### src/rtl/adder_arbiter.sv
// Round-robin arbiter that lends one external (shared) adder to four requesters.
// Optional macro ADDER_ARBITER_STATS_EN adds a 16-bit completed-operation counter, op_count.
module adder_arbiter #(
    parameter int unsigned WIDTH   = 32,
    parameter int unsigned ADD_LAT = 1
) (
    input  logic                 clk,
    input  logic                 rst_n,
    input  logic [3:0]           req,
    input  logic [4*WIDTH-1:0]   src1_i,
    input  logic [4*WIDTH-1:0]   src2_i,
    output logic [3:0]           gnt,
    output logic [WIDTH-1:0]     add_a,
    output logic [WIDTH-1:0]     add_b,
    input  logic [WIDTH-1:0]     add_sum,
    input  logic                 add_cout,
    output logic                 res_valid,
    input  logic                 res_ready,
    output logic [WIDTH-1:0]     result,
    output logic                 carry,
    output logic [1:0]           res_id,
    output logic                 busy
`ifdef ADDER_ARBITER_STATS_EN
    ,
    output logic [15:0]          op_count
`endif
);

    localparam int unsigned CNT_W = 3;

    typedef enum logic [1:0] {
        IDLE  = 2'd0,
        GRANT = 2'd1,
        EXEC  = 2'd2,
        RESP  = 2'd3
    } state_t;

    state_t             state_q;
    logic [1:0]         ptr_q;
    logic [CNT_W-1:0]   cnt_q;
    logic [1:0]         win_c;

    // First set request at or above the pointer, wrapping; downward scan lets the nearest win.
    always_comb begin
        win_c = ptr_q;
        for (int k = 3; k >= 0; k--) begin
            if (req[ptr_q + 2'(k)]) begin
                win_c = ptr_q + 2'(k);
            end
        end
    end

    always_ff @(posedge clk or negedge rst_n) begin
        if (!rst_n) begin
            state_q   <= IDLE;
            ptr_q     <= '0;
            cnt_q     <= '0;
            gnt       <= '0;
            add_a     <= '0;
            add_b     <= '0;
            res_valid <= 1'b0;
            result    <= '0;
            carry     <= 1'b0;
            res_id    <= '0;
            busy      <= 1'b0;
`ifdef ADDER_ARBITER_STATS_EN
            op_count  <= '0;
`endif
        end else begin
            gnt <= '0;
            case (state_q)
                IDLE: begin
                    if (|req) begin
                        state_q <= GRANT;
                        gnt     <= 4'b0001 << win_c;
                        res_id  <= win_c;
                        busy    <= 1'b1;
                    end
                end
                GRANT: begin
                    // Operands are taken from the winner only while its grant is showing.
                    add_a   <= src1_i[32'(res_id) * WIDTH +: WIDTH];
                    add_b   <= src2_i[32'(res_id) * WIDTH +: WIDTH];
                    ptr_q   <= res_id + 2'd1;
                    cnt_q   <= '0;
                    state_q <= EXEC;
                end
                EXEC: begin
                    if (cnt_q == CNT_W'(ADD_LAT - 1)) begin
                        result    <= add_sum;
                        carry     <= add_cout;
                        cnt_q     <= '0;
                        res_valid <= 1'b1;
                        state_q   <= RESP;
                    end else begin
                        cnt_q <= cnt_q + CNT_W'(1);
                    end
                end
                RESP: begin
                    if (res_ready) begin
                        res_valid <= 1'b0;
                        busy      <= 1'b0;
                        state_q   <= IDLE;
`ifdef ADDER_ARBITER_STATS_EN
                        op_count  <= op_count + 16'd1;
`endif
                    end
                end
                default: begin
                    state_q <= IDLE;
                end
            endcase
        end
    end

endmodule

### config.mk
export PLATFORM = sky130hd
export DESIGN_NAME = adder_arbiter
export DESIGN_NICKNAME = d
export VERILOG_FILES = /design/src/rtl/adder_arbiter.sv
export SDC_FILE = /design/constraint.sdc
export NUM_CORES = 1
export LEC_CHECK = 0
export BUFFER_PORTS_ARGS = -buffer_cell sky130_fd_sc_hd__buf_2
export CAP_MARGIN = 20
export CORE_AREA = 2 2 157 159
export CTS_CLUSTER_DIAMETER = 40
export DETAILED_ROUTE_END_ITERATION = 16
export DIE_AREA = 0 0 159 161
export REMOVE_ABC_BUFFERS = 1
export SYNTH_ARGS = -nofsm -noshare
export SYNTH_HDL_FRONTEND = slang
export SYNTH_SLANG_ARGS = --single-unit
### constraint.sdc
create_clock -name clk -period 4.9 [get_ports clk]
set_input_delay 0.98 -clock clk [delete_from_list [all_inputs] [get_ports clk]]
set_output_delay 0.98 -clock clk [all_outputs]
set_load 0.1 [all_outputs]
Yosys cells after proc, flatten, opt, wreduce, memory -nomap -nowiden
Index checks and enable logic that the tools add are counted.
{"block": "word_totals", "regBits": 112, "out_inout_bits": 105, "wordCells": 65}
{"block": "op_classes", "order_cmp": 4, "muxes": 25, "shifts": 3, "n_addsub": 5, "n_eq_ne": 6, "n_reduce_logical": 11}
{"op": "$shiftx 128x8->32", "count": 2}
{"op": "$mux 2", "count": 7}
{"op": "$lt 2x3->1 const B", "count": 4}
{"op": "$reduce_and 3->1", "count": 3}
{"op": "$bmux 1 s2", "count": 4}
{"op": "$mux 4", "count": 2}
{"op": "$pmux 2 s4", "count": 1}
{"op": "$mux 1", "count": 7}
{"op": "$ne 2x2->1 const B", "count": 3}
{"op": "$pmux 3 s2", "count": 1}
{"op": "$reduce_bool 2->1", "count": 3}
{"op": "$add 2x1->2 const B", "count": 2}
{"op": "$add 2x2->2 const B", "count": 2}
{"op": "$eq 2x2->1 const B", "count": 2}
{"op": "$pmux 1 s2", "count": 2}
{"op": "$reduce_and 2->1", "count": 2}
{"op": "$reduce_or 4->1", "count": 1}
{"op": "$shl 1x2->4 const A", "count": 1}
{"op": "$add 3x1->3 const B", "count": 1}
{"op": "$logic_not 3->1", "count": 1}
{"op": "$mux 3", "count": 1}
{"op": "$eq 2x1->1 const B", "count": 1}
{"op": "$logic_not 2->1", "count": 1}

Longest topological paths before layout
{"block": "logic_depth", "ltp_word": 10, "mapped_depth": 6}

Least setup slack after synthesis
No wires, ideal clock.
{"block": "synth_path", "path_type": "register to register", "start": "register res_id[0]", "end": "register add_a[0]", "stages_incl_launch_ff": 5, "slack_ns": 2.588, "arrival_ns": 2.186, "setup_time_ns": 0.125, "synth_period_minus_slack_ns": 2.312, "path_cell_list": "dfrtp_1 > buf_6 > buf_2 > mux4_2 > mux2_2"}
{"block": "synth_between", "elab_chain_len": 1}
{"element": "start, declared", "line": "21", "source": "output logic [1:0] res_id,"}
{"element": "start signal, assigned", "line": "76", "source": "res_id <= win_c;"}
{"element": "$shiftx 128x8->32", "line": "82", "source": "add_a <= src1_i[32'(res_id) * WIDTH +: WIDTH];"}
{"element": "end signal, assigned", "line": "82"}
{"element": "end, declared", "line": "13", "source": "output logic [WIDTH-1:0] add_a,"}
No other way between the ends.
A chain may end at the register's enable or synchronous reset.

Worst setup path in the final report
{"block": "layout_path", "start": "register res_id[1]", "end": "output res_id[1]"}
No word-level cell between the ends.

==> metrics.csv <==
metric;value;unit
run status;complete, no violations;
Setup violations, final;0;
Setup WS post-layout;2.40;ns
area post-placement;8310;um^2
Hold-fix buffers, CTS;0;
routed wire length;19900;um
Tightest Pin Transition;0.921;ns
root buffer cell;clkbuf_16;
Synth top area share;46.6;%
final antenna-violating net count;0;
Post-Syn Instances;362;
critical path cell sequence;buf_2;
synthesis-to-layout area growth;42.7;%
Crit-path slowest cell;dfrtp_4;
startpoint types;register;
multi-input logic area;3020;um^2
Nets;1056;
Chip Height;161;um
core region area;24000;um^2
Avg Cell Area, Syn;16.6;um^2
R2R Setup Slk;2.70;ns
DR vias/cell;4.49;
min cycle time layout;2.50;ns
chip width;159;um
vias;4854;
global-route wire length before repair;30300;um
CP startpoint;res_id[1];
RSZ-0062 raised after global routing;false;
HP Class;reg -> reg;
gpl congestion;0.786;
design area;8590;um^2
Fin. Hold Viols;0;
Skew-Pair Late Insertion Delay;0.35;ns
crit path max fanout;25;
FF+latch area;2810;um^2
CP peak stage delay;0.65;ns
met2 Use GR;27.2;%
FF-to-FF Start;state_q[1];
row count;57;
clock skew;0.00731;ns
Post-CTS Resized;0;
share of layout cells above drive strength 1;77.3;%
Syn. warnings;0;
fmax;0.401;GHz
Sum Neg Setup Slack;0;ns
number of clock sinks;112;
crit path DAT;1.52;ns
DR WL/cell;18.4;um
max_cap viols;0;
Crit path depth;1;
IO buf count;400;
routing usage on met3;4.85;%
WP buf/inv;1;
H-tree depth;3;
CTS tree;yes;
die area;25600;um^2
Setup CP Type;reg -> out;
cell taking the most area after synthesis;dfrtp_1;
clk buf depth;2;
hold slack;0.504;ns
DR pass1 iterations;4;
DP Wirelength;15600;um
critical path's top delay family;flip-flops;
Post-CTS Setup Inserts;0;
final critical-path share of the clock period;51.0;%
initial antenna violation count;3;
post-synthesis sequential area ratio;46.6;%
Remaining DRCs;0;
GR Util met1;19.0;%
Iteration-0 DRC Markers;201;
largest net degree at the start of global routing;71;
post-place setup slack;2.51;ns
Fill cells;2431;
GRT Total Usage;15.6;%
Synth cell types;31;
Max transition margin;38.6;%
cell count of the worst reg-to-reg path;4;
GRT busiest layer;met2;
Setup crit end;res_id[1];
vias in the first global route;5231;
Num CTS Buffers;9;
total I/O pin count;401;
Synth Cell Area;6020;um^2
Final Max Tran Viols;0;
crit end category;output pin;
top post-synthesis cells by area;dfrtp_1 (47%), mux4_2 (24%), mux2_2 (13%), mux2_4 (6.5%), buf_12 (1.3%);
GR Overflow Total;0;
Worst-path clk slew;0.08;ns
Initial Utilization;25.1;%
register bit count reported by yosys;112;
Req. time, crit path;3.92;ns
R2R Path End;add_b[29];
Antenna Cells;0;
## layer usage
layer | vias up | routed length [um]
li1 | 2184 | -
met4 | 6 | 187
met5 | - | 44
met1 | 2411 | 8090
met2 | 235 | 10000
met3 | 18 | 1510
## worst min path at each step
stage,cells after the start,from,endpoint,slack [ns]
after floorplan,2,cnt_q[2],cnt_q[2],0.46
after global placement,1,result[11],result[11],0.48
after detailed placement,1,result[20],result[20],0.49
after CTS,1,result[20],result[20],0.51
after global routing,1,add_a[25],add_a[25],0.52
final,1,result[28],result[28],0.50
## cells by family after synthesis
group / after synthesis / synth area share [%]
adder cells (fa/ha/maj): 6 / 1.25
XOR/XNOR: 1 / 0.146
flip-flops: 112 / 46.6
AND/OR/NAND/NOR: 25 / 2.12
multiplexers: 164 / 44.2
AO/OA/AOI/OAI: 21 / 2.16
buffers and inverters: 33 / 3.53
## cell type report
type | instances | area share (%)
inverter | 8 | 0.350
sequential | 112 | 32.7
tap | 324 | 4.72
clock buffer | 9 | 2.62
multi-input combinational | 217 | 35.1
timing repair buffer | 406 | 23.9
clock inverter | 6 | 0.626
## cell usage after synthesis
master     count
a211oi_1       1
a21oi_1        6
a22o_1         1
a2bb2oi_1      1
a31oi_1        1
and3b_1        1
buf_12         4
buf_2         13
buf_6          1
clkbuf_1       7
dfrtp_1      112
ha_1           6
inv_1          8
mux2_2        72
mux2_4        26
mux2i_1        2
mux4_2        64
nand2_1        8
nand2b_1       2
nand3_1        1
nor2_1         4
nor2b_1        4
nor3_1         2
nor3b_1        2
nor4_1         1
o21a_1         1
o21ai_0        7
o221ai_1       1
o31ai_1        1
o32a_1         1
xnor2_1        1
## stage by stage
stage                     utilization (%)  cells
after floorplan                         -    337
after global placement               34.7   1067
after detailed placement             34.7   1067
after CTS                            35.9   1082
after global routing                 35.9   1082
final                                35.9   1082
## cell usage in the layout, fill, tap and decap left out, drive strengths merged
master    count
buf         406
dfrtp       112
mux2         98
mux4         64
inv          10
clkbuf        9
nand2         8
o21ai         7
a21oi         6
ha            6
nor2b         4
nor2          4
clkinvlp      3
nor3          2
nand2b        2
nor3b         2
mux2i         2
a31oi         1
o21a          1
nor4          1
a2bb2oi       1
o221ai        1
and3b         1
a211oi        1
o32a          1
nand3         1
a22o          1
xnor2         1
o31ai         1
clkinv        1
## sequential cells by signal, summed over array words and instances (netlist names)
| signal | cells |
|---|---|
| res_id | 2 |
| carry | 1 |
| res_valid | 1 |
| result | 32 |
| gnt | 4 |
| cnt_q | 3 |
| busy | 1 |
| add_b | 32 |
| ptr_q | 2 |
| add_a | 32 |
| state_q | 2 |
Power is left out: the tool's default activity adds up to more than one toggle a clock period on the data nets, which glitch-free logic cannot reach.
